--- src/rtl/axi_pkg.sv ---
// Shared AXI4 encodings and bridge types for the core-side AXI master bridge.
package axi_pkg;

   localparam int AXI_ADDR_W = 32;
   localparam int AXI_DATA_W = 32;
   localparam int AXI_STRB_W = AXI_DATA_W / 8;

   // AxSIZE code for a 4-byte beat (one bus word).
   localparam logic [2:0] SIZE_4B = 3'd2;

   typedef enum logic [1:0] {
      BURST_FIXED = 2'b00,
      BURST_INCR  = 2'b01,
      BURST_WRAP  = 2'b10
   } axi_burst_e;

   typedef enum logic [1:0] {
      RESP_OKAY   = 2'b00,
      RESP_EXOKAY = 2'b01,
      RESP_SLVERR = 2'b10,
      RESP_DECERR = 2'b11
   } axi_resp_e;

   typedef enum logic [2:0] {
      ST_IDLE,
      ST_AR,
      ST_R,
      ST_AWW,
      ST_B
   } bridge_state_e;

   // Request as captured at acceptance; the read/write choice is carried by the state.
   typedef struct packed {
      logic [AXI_ADDR_W-1:0] addr;
      logic [7:0]            len;
      logic [AXI_DATA_W-1:0] wdata;
      logic [AXI_STRB_W-1:0] wstrb;
   } bridge_req_t;

   // Anything other than OKAY is reported to the core as an error.
   function automatic logic resp_is_err(input logic [1:0] resp);
      return resp != RESP_OKAY;
   endfunction

endpackage

--- src/rtl/axi_master_bridge_if.sv ---
// Core request/response channel plus the io_master AXI4 bus, viewed from the bridge (master)
// and from the environment that serves it (slave).
interface axi_master_bridge_if #(
   parameter int ADDR_W = 32,
   parameter int DATA_W = 32,
   parameter int ID_W   = 4
);

   logic                  req_valid;
   logic                  req_ready;
   logic                  req_we;
   logic [ADDR_W-1:0]     req_addr;
   logic [7:0]            req_len;
   logic [DATA_W-1:0]     req_wdata;
   logic [DATA_W/8-1:0]   req_wstrb;

   logic                  resp_valid;
   logic                  resp_ready;
   logic [DATA_W-1:0]     resp_data;
   logic                  resp_last;
   logic                  resp_err;

   logic                  io_master_arvalid;
   logic                  io_master_arready;
   logic [ID_W-1:0]       io_master_arid;
   logic [ADDR_W-1:0]     io_master_araddr;
   logic [7:0]            io_master_arlen;
   logic [2:0]            io_master_arsize;
   logic [1:0]            io_master_arburst;

   logic                  io_master_rvalid;
   logic                  io_master_rready;
   logic [ID_W-1:0]       io_master_rid;
   logic [DATA_W-1:0]     io_master_rdata;
   logic [1:0]            io_master_rresp;
   logic                  io_master_rlast;

   logic                  io_master_awvalid;
   logic                  io_master_awready;
   logic [ID_W-1:0]       io_master_awid;
   logic [ADDR_W-1:0]     io_master_awaddr;
   logic [7:0]            io_master_awlen;
   logic [2:0]            io_master_awsize;
   logic [1:0]            io_master_awburst;

   logic                  io_master_wvalid;
   logic                  io_master_wready;
   logic [DATA_W-1:0]     io_master_wdata;
   logic [DATA_W/8-1:0]   io_master_wstrb;
   logic                  io_master_wlast;

   logic                  io_master_bvalid;
   logic                  io_master_bready;
   logic [ID_W-1:0]       io_master_bid;
   logic [1:0]            io_master_bresp;

   modport master (
      input  req_valid, req_we, req_addr, req_len, req_wdata, req_wstrb,
      output req_ready,
      output resp_valid, resp_data, resp_last, resp_err,
      input  resp_ready,
      output io_master_arvalid, io_master_arid, io_master_araddr, io_master_arlen,
             io_master_arsize, io_master_arburst,
      input  io_master_arready,
      input  io_master_rvalid, io_master_rid, io_master_rdata, io_master_rresp, io_master_rlast,
      output io_master_rready,
      output io_master_awvalid, io_master_awid, io_master_awaddr, io_master_awlen,
             io_master_awsize, io_master_awburst,
      input  io_master_awready,
      output io_master_wvalid, io_master_wdata, io_master_wstrb, io_master_wlast,
      input  io_master_wready,
      input  io_master_bvalid, io_master_bid, io_master_bresp,
      output io_master_bready
   );

   modport slave (
      output req_valid, req_we, req_addr, req_len, req_wdata, req_wstrb,
      input  req_ready,
      input  resp_valid, resp_data, resp_last, resp_err,
      output resp_ready,
      input  io_master_arvalid, io_master_arid, io_master_araddr, io_master_arlen,
             io_master_arsize, io_master_arburst,
      output io_master_arready,
      output io_master_rvalid, io_master_rid, io_master_rdata, io_master_rresp, io_master_rlast,
      input  io_master_rready,
      input  io_master_awvalid, io_master_awid, io_master_awaddr, io_master_awlen,
             io_master_awsize, io_master_awburst,
      output io_master_awready,
      input  io_master_wvalid, io_master_wdata, io_master_wstrb, io_master_wlast,
      output io_master_wready,
      output io_master_bvalid, io_master_bid, io_master_bresp,
      input  io_master_bready
   );

endinterface

--- src/rtl/axi_write_tracker.sv ---
// Tracks the independent AW and W handshakes of a single-beat write: raises both valids on
// start, drops each one after its own handshake, and reports completion in the same cycle
// the second handshake lands.
module axi_write_tracker (
   input  logic clock,
   input  logic reset,
   input  logic i_start,
   input  logic i_awready,
   input  logic i_wready,
   output logic o_awvalid,
   output logic o_wvalid,
   output logic o_done
);

   logic r_awvalid;
   logic r_wvalid;
   logic r_aw_done;
   logic r_w_done;
   logic w_aw_hs;
   logic w_w_hs;

   assign w_aw_hs   = r_awvalid && i_awready;
   assign w_w_hs    = r_wvalid && i_wready;
   assign o_done    = (r_aw_done || w_aw_hs) && (r_w_done || w_w_hs);
   assign o_awvalid = r_awvalid;
   assign o_wvalid  = r_wvalid;

   // Valid/done bookkeeping; flags clear once both sides are through so the next write starts clean.
   always_ff @(posedge clock) begin
      if (!reset) begin
         r_awvalid <= 1'b0;
         r_wvalid  <= 1'b0;
         r_aw_done <= 1'b0;
         r_w_done  <= 1'b0;
      end else if (i_start) begin
         r_awvalid <= 1'b1;
         r_wvalid  <= 1'b1;
         r_aw_done <= 1'b0;
         r_w_done  <= 1'b0;
      end else if (o_done) begin
         r_awvalid <= 1'b0;
         r_wvalid  <= 1'b0;
         r_aw_done <= 1'b0;
         r_w_done  <= 1'b0;
      end else begin
         if (w_aw_hs) begin
            r_awvalid <= 1'b0;
            r_aw_done <= 1'b1;
         end
         if (w_w_hs) begin
            r_wvalid <= 1'b0;
            r_w_done <= 1'b1;
         end
      end
   end

endmodule

--- src/rtl/axi_master_bridge.sv ---
// Single-outstanding AXI4 master: turns core requests (IFU line fills, LSU accesses) into
// INCR read bursts or single-beat writes on io_master_*, and streams beats/completions back.
module axi_master_bridge
   import axi_pkg::*;
#(
   parameter int              ADDR_W = AXI_ADDR_W,
   parameter int              DATA_W = AXI_DATA_W,
   parameter int              ID_W   = 4,
   parameter logic [ID_W-1:0] ID_VAL = '0
) (
   input  logic                clock,
   input  logic                reset,
   axi_master_bridge_if.master bus
);

   localparam int STRB_W = DATA_W / 8;

   bridge_state_e r_state;
   bridge_req_t   r_req;
   logic [7:0]    r_cnt;
   logic          r_arvalid;

   logic w_accept;
   logic w_start_wr;
   logic w_rbeat;
   logic w_rfinal;
   logic w_bbeat;
   logic w_wr_done;
   logic w_awvalid;
   logic w_wvalid;
   logic w_in_ar;
   logic w_in_aww;

   assign w_accept   = (r_state == ST_IDLE) && bus.req_valid;
   assign w_start_wr = w_accept && bus.req_we;
   assign w_rbeat    = (r_state == ST_R) && bus.io_master_rvalid && bus.resp_ready;
   assign w_rfinal   = bus.io_master_rlast || (r_cnt == r_req.len);
   assign w_bbeat    = (r_state == ST_B) && bus.io_master_bvalid && bus.resp_ready;
   assign w_in_ar    = (r_state == ST_AR);
   assign w_in_aww   = (r_state == ST_AWW);

   axi_write_tracker u_write_tracker (
      .clock     (clock),
      .reset     (reset),
      .i_start   (w_start_wr),
      .i_awready (bus.io_master_awready),
      .i_wready  (bus.io_master_wready),
      .o_awvalid (w_awvalid),
      .o_wvalid  (w_wvalid),
      .o_done    (w_wr_done)
   );

   // Transaction sequencer: accepts a request, runs AR+R or AW/W+B, returns to IDLE.
   always_ff @(posedge clock) begin
      if (!reset) begin
         r_state   <= ST_IDLE;
         r_req     <= '0;
         r_cnt     <= 8'd0;
         r_arvalid <= 1'b0;
      end else begin
         case (r_state)
            ST_IDLE: begin
               if (bus.req_valid) begin
                  r_req.addr  <= AXI_ADDR_W'(bus.req_addr);
                  r_req.len   <= bus.req_len;
                  r_req.wdata <= AXI_DATA_W'(bus.req_wdata);
                  r_req.wstrb <= AXI_STRB_W'(bus.req_wstrb);
                  if (bus.req_we) begin
                     r_state <= ST_AWW;
                  end else begin
                     r_state   <= ST_AR;
                     r_arvalid <= 1'b1;
                  end
               end
            end
            ST_AR: begin
               if (bus.io_master_arready) begin
                  r_arvalid <= 1'b0;
                  r_cnt     <= 8'd0;
                  r_state   <= ST_R;
               end
            end
            ST_R: begin
               if (w_rbeat) begin
                  r_cnt <= r_cnt + 8'd1;
                  if (w_rfinal) r_state <= ST_IDLE;
               end
            end
            ST_AWW: begin
               if (w_wr_done) r_state <= ST_B;
            end
            ST_B: begin
               if (w_bbeat) r_state <= ST_IDLE;
            end
            default: r_state <= ST_IDLE;
         endcase
      end
   end

   assign bus.req_ready = (r_state == ST_IDLE);

   assign bus.io_master_arvalid = r_arvalid;
   assign bus.io_master_arid    = ID_VAL;
   assign bus.io_master_araddr  = ADDR_W'(r_req.addr);
   assign bus.io_master_arlen   = r_req.len;
   assign bus.io_master_arsize  = w_in_ar ? SIZE_4B : 3'd0;
   assign bus.io_master_arburst = w_in_ar ? BURST_INCR : BURST_FIXED;

   assign bus.io_master_awvalid = w_awvalid;
   assign bus.io_master_awid    = ID_VAL;
   assign bus.io_master_awaddr  = ADDR_W'(r_req.addr);
   assign bus.io_master_awlen   = 8'd0;
   assign bus.io_master_awsize  = w_in_aww ? SIZE_4B : 3'd0;
   assign bus.io_master_awburst = w_in_aww ? BURST_INCR : BURST_FIXED;

   assign bus.io_master_wvalid  = w_wvalid;
   assign bus.io_master_wdata   = DATA_W'(r_req.wdata);
   assign bus.io_master_wstrb   = STRB_W'(r_req.wstrb);
   assign bus.io_master_wlast   = w_in_aww;

   // Response steering: R beats and B completions pass straight through to the core, with
   // the core's ready doubling as rready/bready so backpressure reaches the responder.
   always_comb begin
      bus.resp_valid       = 1'b0;
      bus.resp_data        = '0;
      bus.resp_last        = 1'b0;
      bus.resp_err         = 1'b0;
      bus.io_master_rready = 1'b0;
      bus.io_master_bready = 1'b0;
      case (r_state)
         ST_R: begin
            bus.io_master_rready = bus.resp_ready;
            bus.resp_valid       = bus.io_master_rvalid;
            bus.resp_data        = bus.io_master_rdata;
            bus.resp_last        = bus.io_master_rlast;
            bus.resp_err         = resp_is_err(bus.io_master_rresp) ||
                                   (bus.io_master_rlast != (r_cnt == r_req.len));
         end
         ST_B: begin
            bus.io_master_bready = bus.resp_ready;
            bus.resp_valid       = bus.io_master_bvalid;
            bus.resp_last        = 1'b1;
            bus.resp_err         = resp_is_err(bus.io_master_bresp);
         end
         default: begin
         end
      endcase
   end

endmodule
--- src/flat_wrapper.sv ---
// flat-port wrapper written by rule: the top's interface ports become plain ports
module axi_master_bridge_flat import axi_pkg::*;
#(
   parameter int              ADDR_W = AXI_ADDR_W,
   parameter int              DATA_W = AXI_DATA_W,
   parameter int              ID_W   = 4,
   parameter logic [ID_W-1:0] ID_VAL = '0
)
  (clock, reset, bus_req_valid, bus_req_we, bus_req_addr, bus_req_len, bus_req_wdata, bus_req_wstrb, bus_req_ready, bus_resp_valid, bus_resp_data, bus_resp_last, bus_resp_err, bus_resp_ready, bus_io_master_arvalid, bus_io_master_arid, bus_io_master_araddr, bus_io_master_arlen, bus_io_master_arsize, bus_io_master_arburst, bus_io_master_arready, bus_io_master_rvalid, bus_io_master_rid, bus_io_master_rdata, bus_io_master_rresp, bus_io_master_rlast, bus_io_master_rready, bus_io_master_awvalid, bus_io_master_awid, bus_io_master_awaddr, bus_io_master_awlen, bus_io_master_awsize, bus_io_master_awburst, bus_io_master_awready, bus_io_master_wvalid, bus_io_master_wdata, bus_io_master_wstrb, bus_io_master_wlast, bus_io_master_wready, bus_io_master_bvalid, bus_io_master_bid, bus_io_master_bresp, bus_io_master_bready);
  axi_master_bridge_if #(.ADDR_W(ADDR_W), .DATA_W(DATA_W), .ID_W(ID_W)) bus_i ();
  input  logic clock;
  input  logic reset;
  input wire logic [$bits(bus_i.req_valid)-1:0] bus_req_valid;
  input wire logic [$bits(bus_i.req_we)-1:0] bus_req_we;
  input wire logic [$bits(bus_i.req_addr)-1:0] bus_req_addr;
  input wire logic [$bits(bus_i.req_len)-1:0] bus_req_len;
  input wire logic [$bits(bus_i.req_wdata)-1:0] bus_req_wdata;
  input wire logic [$bits(bus_i.req_wstrb)-1:0] bus_req_wstrb;
  output wire logic [$bits(bus_i.req_ready)-1:0] bus_req_ready;
  output wire logic [$bits(bus_i.resp_valid)-1:0] bus_resp_valid;
  output wire logic [$bits(bus_i.resp_data)-1:0] bus_resp_data;
  output wire logic [$bits(bus_i.resp_last)-1:0] bus_resp_last;
  output wire logic [$bits(bus_i.resp_err)-1:0] bus_resp_err;
  input wire logic [$bits(bus_i.resp_ready)-1:0] bus_resp_ready;
  output wire logic [$bits(bus_i.io_master_arvalid)-1:0] bus_io_master_arvalid;
  output wire logic [$bits(bus_i.io_master_arid)-1:0] bus_io_master_arid;
  output wire logic [$bits(bus_i.io_master_araddr)-1:0] bus_io_master_araddr;
  output wire logic [$bits(bus_i.io_master_arlen)-1:0] bus_io_master_arlen;
  output wire logic [$bits(bus_i.io_master_arsize)-1:0] bus_io_master_arsize;
  output wire logic [$bits(bus_i.io_master_arburst)-1:0] bus_io_master_arburst;
  input wire logic [$bits(bus_i.io_master_arready)-1:0] bus_io_master_arready;
  input wire logic [$bits(bus_i.io_master_rvalid)-1:0] bus_io_master_rvalid;
  input wire logic [$bits(bus_i.io_master_rid)-1:0] bus_io_master_rid;
  input wire logic [$bits(bus_i.io_master_rdata)-1:0] bus_io_master_rdata;
  input wire logic [$bits(bus_i.io_master_rresp)-1:0] bus_io_master_rresp;
  input wire logic [$bits(bus_i.io_master_rlast)-1:0] bus_io_master_rlast;
  output wire logic [$bits(bus_i.io_master_rready)-1:0] bus_io_master_rready;
  output wire logic [$bits(bus_i.io_master_awvalid)-1:0] bus_io_master_awvalid;
  output wire logic [$bits(bus_i.io_master_awid)-1:0] bus_io_master_awid;
  output wire logic [$bits(bus_i.io_master_awaddr)-1:0] bus_io_master_awaddr;
  output wire logic [$bits(bus_i.io_master_awlen)-1:0] bus_io_master_awlen;
  output wire logic [$bits(bus_i.io_master_awsize)-1:0] bus_io_master_awsize;
  output wire logic [$bits(bus_i.io_master_awburst)-1:0] bus_io_master_awburst;
  input wire logic [$bits(bus_i.io_master_awready)-1:0] bus_io_master_awready;
  output wire logic [$bits(bus_i.io_master_wvalid)-1:0] bus_io_master_wvalid;
  output wire logic [$bits(bus_i.io_master_wdata)-1:0] bus_io_master_wdata;
  output wire logic [$bits(bus_i.io_master_wstrb)-1:0] bus_io_master_wstrb;
  output wire logic [$bits(bus_i.io_master_wlast)-1:0] bus_io_master_wlast;
  input wire logic [$bits(bus_i.io_master_wready)-1:0] bus_io_master_wready;
  input wire logic [$bits(bus_i.io_master_bvalid)-1:0] bus_io_master_bvalid;
  input wire logic [$bits(bus_i.io_master_bid)-1:0] bus_io_master_bid;
  input wire logic [$bits(bus_i.io_master_bresp)-1:0] bus_io_master_bresp;
  output wire logic [$bits(bus_i.io_master_bready)-1:0] bus_io_master_bready;
  assign bus_i.req_valid = bus_req_valid;
  assign bus_i.req_we = bus_req_we;
  assign bus_i.req_addr = bus_req_addr;
  assign bus_i.req_len = bus_req_len;
  assign bus_i.req_wdata = bus_req_wdata;
  assign bus_i.req_wstrb = bus_req_wstrb;
  assign bus_req_ready = bus_i.req_ready;
  assign bus_resp_valid = bus_i.resp_valid;
  assign bus_resp_data = bus_i.resp_data;
  assign bus_resp_last = bus_i.resp_last;
  assign bus_resp_err = bus_i.resp_err;
  assign bus_i.resp_ready = bus_resp_ready;
  assign bus_io_master_arvalid = bus_i.io_master_arvalid;
  assign bus_io_master_arid = bus_i.io_master_arid;
  assign bus_io_master_araddr = bus_i.io_master_araddr;
  assign bus_io_master_arlen = bus_i.io_master_arlen;
  assign bus_io_master_arsize = bus_i.io_master_arsize;
  assign bus_io_master_arburst = bus_i.io_master_arburst;
  assign bus_i.io_master_arready = bus_io_master_arready;
  assign bus_i.io_master_rvalid = bus_io_master_rvalid;
  assign bus_i.io_master_rid = bus_io_master_rid;
  assign bus_i.io_master_rdata = bus_io_master_rdata;
  assign bus_i.io_master_rresp = bus_io_master_rresp;
  assign bus_i.io_master_rlast = bus_io_master_rlast;
  assign bus_io_master_rready = bus_i.io_master_rready;
  assign bus_io_master_awvalid = bus_i.io_master_awvalid;
  assign bus_io_master_awid = bus_i.io_master_awid;
  assign bus_io_master_awaddr = bus_i.io_master_awaddr;
  assign bus_io_master_awlen = bus_i.io_master_awlen;
  assign bus_io_master_awsize = bus_i.io_master_awsize;
  assign bus_io_master_awburst = bus_i.io_master_awburst;
  assign bus_i.io_master_awready = bus_io_master_awready;
  assign bus_io_master_wvalid = bus_i.io_master_wvalid;
  assign bus_io_master_wdata = bus_i.io_master_wdata;
  assign bus_io_master_wstrb = bus_i.io_master_wstrb;
  assign bus_io_master_wlast = bus_i.io_master_wlast;
  assign bus_i.io_master_wready = bus_io_master_wready;
  assign bus_i.io_master_bvalid = bus_io_master_bvalid;
  assign bus_i.io_master_bid = bus_io_master_bid;
  assign bus_i.io_master_bresp = bus_io_master_bresp;
  assign bus_io_master_bready = bus_i.io_master_bready;
  axi_master_bridge #(.ADDR_W(ADDR_W), .DATA_W(DATA_W), .ID_W(ID_W), .ID_VAL(ID_VAL)) u_core (.clock(clock), .reset(reset), .bus(bus_i));
endmodule
--- config.mk ---
export PLATFORM = sky130hd
export DESIGN_NAME = axi_master_bridge_flat
export DESIGN_NICKNAME = d
export VERILOG_FILES = /design/src/rtl/axi_pkg.sv /design/src/rtl/axi_master_bridge_if.sv /design/src/rtl/axi_write_tracker.sv /design/src/rtl/axi_master_bridge.sv /design/src/flat_wrapper.sv
export SDC_FILE = /design/constraint.sdc
export NUM_CORES = 1
export LEC_CHECK = 0
export BUFFER_PORTS_ARGS = -buffer_cell sky130_fd_sc_hd__buf_2
export CAP_MARGIN = 25
export CORE_AREA = 5 5 116 118
export DETAILED_ROUTE_END_ITERATION = 8
export DIE_AREA = 0 0 121 123
export PLACE_DENSITY = 0.7
export REMOVE_ABC_BUFFERS = 1
export SETUP_SLACK_MARGIN = 0.15
export SYNTH_ARGS = -nofsm -noshare
export SYNTH_HDL_FRONTEND = slang
export SYNTH_SLANG_ARGS = --single-unit
--- constraint.sdc ---
create_clock -name clock -period 1.8 [get_ports clock]
set_input_delay 0.09 -clock clock [delete_from_list [all_inputs] [get_ports clock]]
set_output_delay 0.09 -clock clock [all_outputs]
set_load 0.005 [all_outputs]
==> flow_summary.ini, run 1 <==
[placement]
post_dp_cell_area_mm2 = 0.00576
io_buffers = 276
globalplace.congestion = 0.824
hpwl_mm = 10.3
dp_cells = 941
preCtsSetupSlack_ps = 46.3

[die]
die_height_um = 123
die_x_um = 121
ios = 307
initial_utilization_pct = 36.5
core_area_mm2 = 0.0124
die_area_mm2 = 0.0149
num_rows = 41

[layout]
final-instance-count-excl-fill = 1038
final_layout_size_suffix_gt1_share_pct = 44.6
final_area_mm2 = 0.00725
area_growth_pct = 60.7
utilization_pct = 58.6
multi_input_area_mm2 = 0.00221
ff_latch_area_mm2 = 0.00186
fillers = 1069
diodes = 0
final_nets = 995

[route]
first_pass_iters = 4
drc = 0
wl_per_cell_um = 15.3
wl_mm = 15.9
ant_nets = 0
vias = 4729
drt_iter0_markers = 224
avgViaCountPerCell = 4.56

[logic_synthesis]
syn_area_mm2 = 0.00451
synth.area.top_cells = dfxtp_1 (41%), nand2_1 (14%), buf_4 (11%)
yosysWarnings = 0
synth_top_area_share_pct = 40.8
synthArstFlopShare_pct = 0
synthTopCellsByCount = nand2_1 (165), dfxtp_1 (92), buf_4 (64)
yosysTopAreaCell = dfxtp_1
synth_edf_count = 0
ys_seq_area_share_pct = 40.8
synth.most_common_cell = nand2_1
synth_area_per_cell_um2 = 8.34
ys_ff_latch = 92
ys_types = 43
netlist_instances = 541
yosys_most_used_dff = dfxtp_1

[sta]
clock_skew_ps = 5.40
setup_violations = 1
finalCriticalPeriod_ps = 2030
hold_viol_final = 0
fin_setup_tns_ps = -234
max_freq_mhz = 492
min_period_over_period_pct = 113
whs_ps = 8.67
rsz0062_at_grt = yes
timing.final.ws_setup_ps = -234
drv_slew = 0

[critical_path]
worstPathRequired_ps = 1710
r2r_slack_ps = 160
r2r-end = u_core.r_state[2]
cp-end-kind = output pin
cp.arrival_ps = 1940
timing.rr.start = u_core.bus.io_master_arlen[4]
path_class = flop to output pin
start_kind = flop
path_max_fanout = 3
reg2regPathDepth = 7

[cts]
cts_made_buffers = 9
root_buffer = clkbuf_16
cts_sinks = 92
cts_max_level = 3
clk_path_buf_depth = 2
tritoncts = done
cts.clk_slew.worst_paths_ps = 60
clk-insertion-delay-late_ps = 340

[worst_hold_path]
min_path_cells = 3
min_from = bus_req_len[7]
hp-class = input pin to flop
hold_end = u_core.bus.io_master_arlen[7]

[pwr]
ir_drop_uv = 526
powerDensity_mw_per_mm2 = 1020
p_leak_nw = 3.63
total_power_mw = 7.43

[outcome]
status = finished, violations left
violations = setup timing

[run]
maxCapViolations = 0

[global_route]
antenna_found_initial = 0
grt_pass1_wl_mm = 22.7
gr-usage-all-layers_pct = 19.2
first_global_vias = 4655
grt_max_degree = 55
overflow = 0
## flip-flops by register name, summed over array words and instances, names as in the netlist
| name | flops |
|---|---|
| u_core.bus.io_master_araddr | 32 |
| u_core.bus.io_master_wdata | 32 |
| u_core.bus.io_master_arlen | 8 |
| u_core.r_cnt | 8 |
| u_core.bus.io_master_wstrb | 4 |
| u_core.r_state | 3 |
| u_core.bus.io_master_arvalid | 1 |
| u_core.u_write_tracker.o_awvalid | 1 |
| u_core.u_write_tracker.o_wvalid | 1 |
| u_core.u_write_tracker.r_aw_done | 1 |
| u_core.u_write_tracker.r_w_done | 1 |
## layout make-up
class	count	share of cell area (%)
clock buffers	9	3.11
clock inverters	6	1.10
inverters	3	0.155
multi-input cells	377	30.5
flip-flops and latches	92	25.6
well taps	172	2.97
repair buffers	379	36.5
## cell families (layout without fill, tap and decap cells)
kind of cell	after synthesis	after routing	synth area share, %
flip-flops	92	92	40.8
AO/OA/AOI/OAI	95	95	15.8
buffers and inverters	93	397	14.6
adder cells (fa/ha/maj)	2	2	0.555
AND/OR/NAND/NOR	242	242	24.9
multiplexers	3	3	0.666
XOR/XNOR	13	13	2.52
other	1	22	0.0832
## power breakdown
group | internal, mW | switching (mW)
combinational | 1.56 | 1.37
clock | 1.20 | 0.785
sequential | 2.32 | 0.186
total | 5.08 | 2.35
## worst max path at each step
stage,start,end,slack [ps],depth (start not counted)
final,u_core.bus.io_master_arlen[4],bus_resp_err,-230,7
after global routing,u_core.bus.io_master_arlen[5],bus_resp_err,-350,7
after CTS,u_core.bus.io_master_arlen[4],bus_resp_err,-290,7
after detailed placement,u_core.bus.io_master_arlen[1],bus_resp_err,50,7
after global placement,u_core.bus.io_master_arlen[1],bus_resp_err,70,7
after floorplan,u_core.r_state[0],u_core.bus.io_master_araddr[14],-610,4
## layer usage
metal,vias up,GRT usage (%),routed length (um)
li1,2295,-,-
met1,2179,19.8,5840
met2,225,36.2,8220
met3,30,5.31,1370
met4,0,8.22,435
met5,-,0,0
## repair_timing
item                       CTS  global route
gates cloned                 2             3
hold endpoints to repair    66             0
pin swaps                    6            36
setup endpoints to repair   39            82
hold buffers                66             0
setup buffers                8             3
gates resized for setup     16            85
## critical path, cell delays in order, from the launching register on
cell and delay, ps:
dfxtp_2 330, xor2_1 160, nor4_2 280, nand2_1 150
ha_4 280, o31ai_1 50, a21oi_1 200, buf_2 150
## cell usage in the layout, fill, tap and decap left out, types with 3 or more instances in the layout
master         instances
inv_1                  3
nor3b_1                3
a21boi_0              36
buf_6                 44
a21oi_1                4
buf_4                 20
buf_12                 5
nand2_1              164
clkbuf_16             10
nand4_1                4
and2_4                34
clkinv_2               4
a21boi_1              41
dfxtp_1               85
dlygate4sd3_1         66
buf_2                243
mux2i_1                3
xor2_1                13
conb_1                22
dfxtp_2                5
and3_1                 3
nor2_1                14
Power figures use the tool's default switching activity.
==> inputs of run 2 (changes only) <==
Settings changed: ABC_AREA from default to 1, PLACE_DENSITY 0.7 to 0.68.
==> run 2 against run 1 <==
Effect of this change:
- the flow still finishes with violations (setup timing)
- die area unchanged
- combinational power up 8.8%
- register-to-register slack worse by 60 ps
- sequential share of layout area rose by 2.4 points
==> flow_summary.ini, run 2 <==
[sta]
rsz0062_at_grt = yes
finalCriticalPeriod_ps = 1930
clock_skew_ps = 11.7
min_period_over_period_pct = 107
timing.final.ws_setup_ps = -130
setup_violations = 1
drv_slew = 0
fin_setup_tns_ps = -130
max_freq_mhz = 518
whs_ps = 1.08
hold_viol_final = 0

[critical_path]
reg2regPathDepth = 11
start_kind = flop
path_class = flop to output pin
cp.arrival_ps = 1840
r2r_slack_ps = 100
r2r-end = u_core.r_state[2]
worstSetupEndpoint = bus_resp_err
path_max_fanout = 3
startpoint = u_core.bus.io_master_arlen[1]
cp-end-kind = output pin
worstPathRequired_ps = 1710
timing.rr.start = u_core.bus.io_master_arlen[1]

[route]
drt_iter0_markers = 140
first_pass_iters = 4
ant_nets = 0
avgViaCountPerCell = 4.35
wl_mm = 14.8
wl_per_cell_um = 13.6
vias = 4740
drc = 0

[logic_synthesis]
synth_top_area_share_pct = 42.5
yosys.area_share.simple_pct = 25.2
yosysWarnings = 0
ys_seq_area_share_pct = 42.5
synth.area.top_cells = dfxtp_1 (42%), nor2_1 (18%), buf_4 (10%)
muxShareOfSynthArea_pct = 0
synth.most_common_cell = nor2_1
syn_area_mm2 = 0.00434
synth-compound-area-share_pct = 11.0
ys_types = 27
yosysTopAreaCell = dfxtp_1
synth_edf_count = 0
synth_top_family_by_area = simple AND/OR/NAND/NOR gates
synth_adder_area_share_pct = 0.577
synth_xor_area_share_pct = 1.82
yosys_most_used_dff = dfxtp_1
synth_area_per_cell_um2 = 7.12
netlist_instances = 609
ys_ff_latch = 92
synthArstFlopShare_pct = 0
synthTopCellsByCount = nor2_1 (203), dfxtp_1 (92), buf_4 (59)

[layout]
utilization_pct = 53.6
diodes = 0
final_area_mm2 = 0.00663
final_layout_size_suffix_gt1_share_pct = 36.4
ff_latch_area_mm2 = 0.00185
fillers = 1158
final_nets = 1046
area_growth_pct = 52.8
final_cell_mix = buf_2 (276), nor2_1 (201), dfxtp_1 (85), dlygate4sd3_1 (71)
final_common_cell = buf_2
multi_input_area_mm2 = 0.00180

[placement]
io_buffers = 276
hpwl_mm = 10.6
post_dp_cell_area_mm2 = 0.00550
globalplace.congestion = 0.793

[die]
die_height_um = 123
num_rows = 41
die_x_um = 121
core_area_mm2 = 0.0124
die_area_mm2 = 0.0149
ios = 307
initial_utilization_pct = 35.1

[pwr]
total_power_mw = 8.25
p_leak_nw = 3.72
ir_drop_uv = 601
powerDensity_mw_per_mm2 = 1240

[global_route]
antenna_found_initial = 1
gr-usage-all-layers_pct = 18.7
overflow = 0
grt_max_degree = 58
first_global_vias = 4542
grt_pass1_wl_mm = 22.2

[cts]
tritoncts = done
root_buffer = clkbuf_16
cts_made_buffers = 9
cts_sinks = 92
cts_max_level = 3
clk_path_buf_depth = 2
cts.clk_slew.worst_paths_ps = 60
clk-insertion-delay-late_ps = 330

[outcome]
violations = setup timing
status = finished, violations left

[worst_hold_path]
hp-class = input pin to flop

[run]
maxCapViolations = 0
-- run 2: through the flow --
step | cells | worst slack [ps]
final | 1090 | -130
after global routing | 1090 | -276
after CTS | 1090 | -241
after detailed placement | 1001 | 48.4
after global placement | 1001 | 77.5
after floorplan | 543 | -506
-- run 2: kinds of logic after synthesis --
group / count (synthesis)
and+or+nand+nor: 270
buffers and inverters: 141
AOI/OAI and AO/OA: 94
DFF: 92
xor gates and xnor gates: 9
adders and majority gates: 2
other: 1
-- run 2: how the worst min path moves through the flow --
stage / startpoint / endpoint / slack (ps) / cells past startpoint
after floorplan: reset / u_core.r_state[1] / 210 / 2
after global placement: bus_req_addr[16] / u_core.bus.io_master_araddr[16] / 310 / 3
after detailed placement: bus_req_addr[8] / u_core.bus.io_master_araddr[8] / 320 / 3
after CTS: bus_req_len[1] / u_core.bus.io_master_arlen[1] / 0.2 / 3
after global routing: bus_req_wstrb[1] / u_core.bus.io_master_wstrb[1] / 10 / 3
final: bus_req_wstrb[0] / u_core.bus.io_master_wstrb[0] / 1 / 3
-- run 2: power by group --
part           internal (mW)  leakage (nW)  switching, mW
combinational           1.39          2.79           1.81
sequential              2.60         0.761          0.370
clock                   1.27         0.165          0.803
-- run 2: final cells by class --
| type | count | area share [%] |
|---|---|---|
| clock buffers | 10 | 3.61 |
| well taps | 172 | 3.25 |
| clock inverters | 6 | 1.42 |
| inverters | 54 | 3.06 |
| multi-input cells | 397 | 27.2 |
| flip-flops and latches | 92 | 28.0 |
| repair buffers | 359 | 33.5 |
-- run 2: timing repair --
item                                    CTS  global route
pin swaps                                 4             5
buffers inserted                          2             0
hold buffers                             71             0
endpoints found under the setup margin   37            45
hold endpoints to repair                 71             0
gates resized for setup                   7            15
-- run 2: worst max-delay path, cell delays in order (launching register included) --
cell     delay, ps
dfxtp_2        330
xor2_1         160
nor4_2         290
nand2_1         90
ha_2           270
nor3_2         130
o22ai_2        100
buf_2          140
-- run 2: metal layers --
layer | share of wire, % | GRT usage (%) | vias up
li1 | - | - | 2414
met5 | 0.088 | 0 | -
met4 | 2.0 | 6.37 | 2
met3 | 11 | 7.37 | 22
met2 | 51 | 34.7 | 222
met1 | 36 | 19.0 | 2080
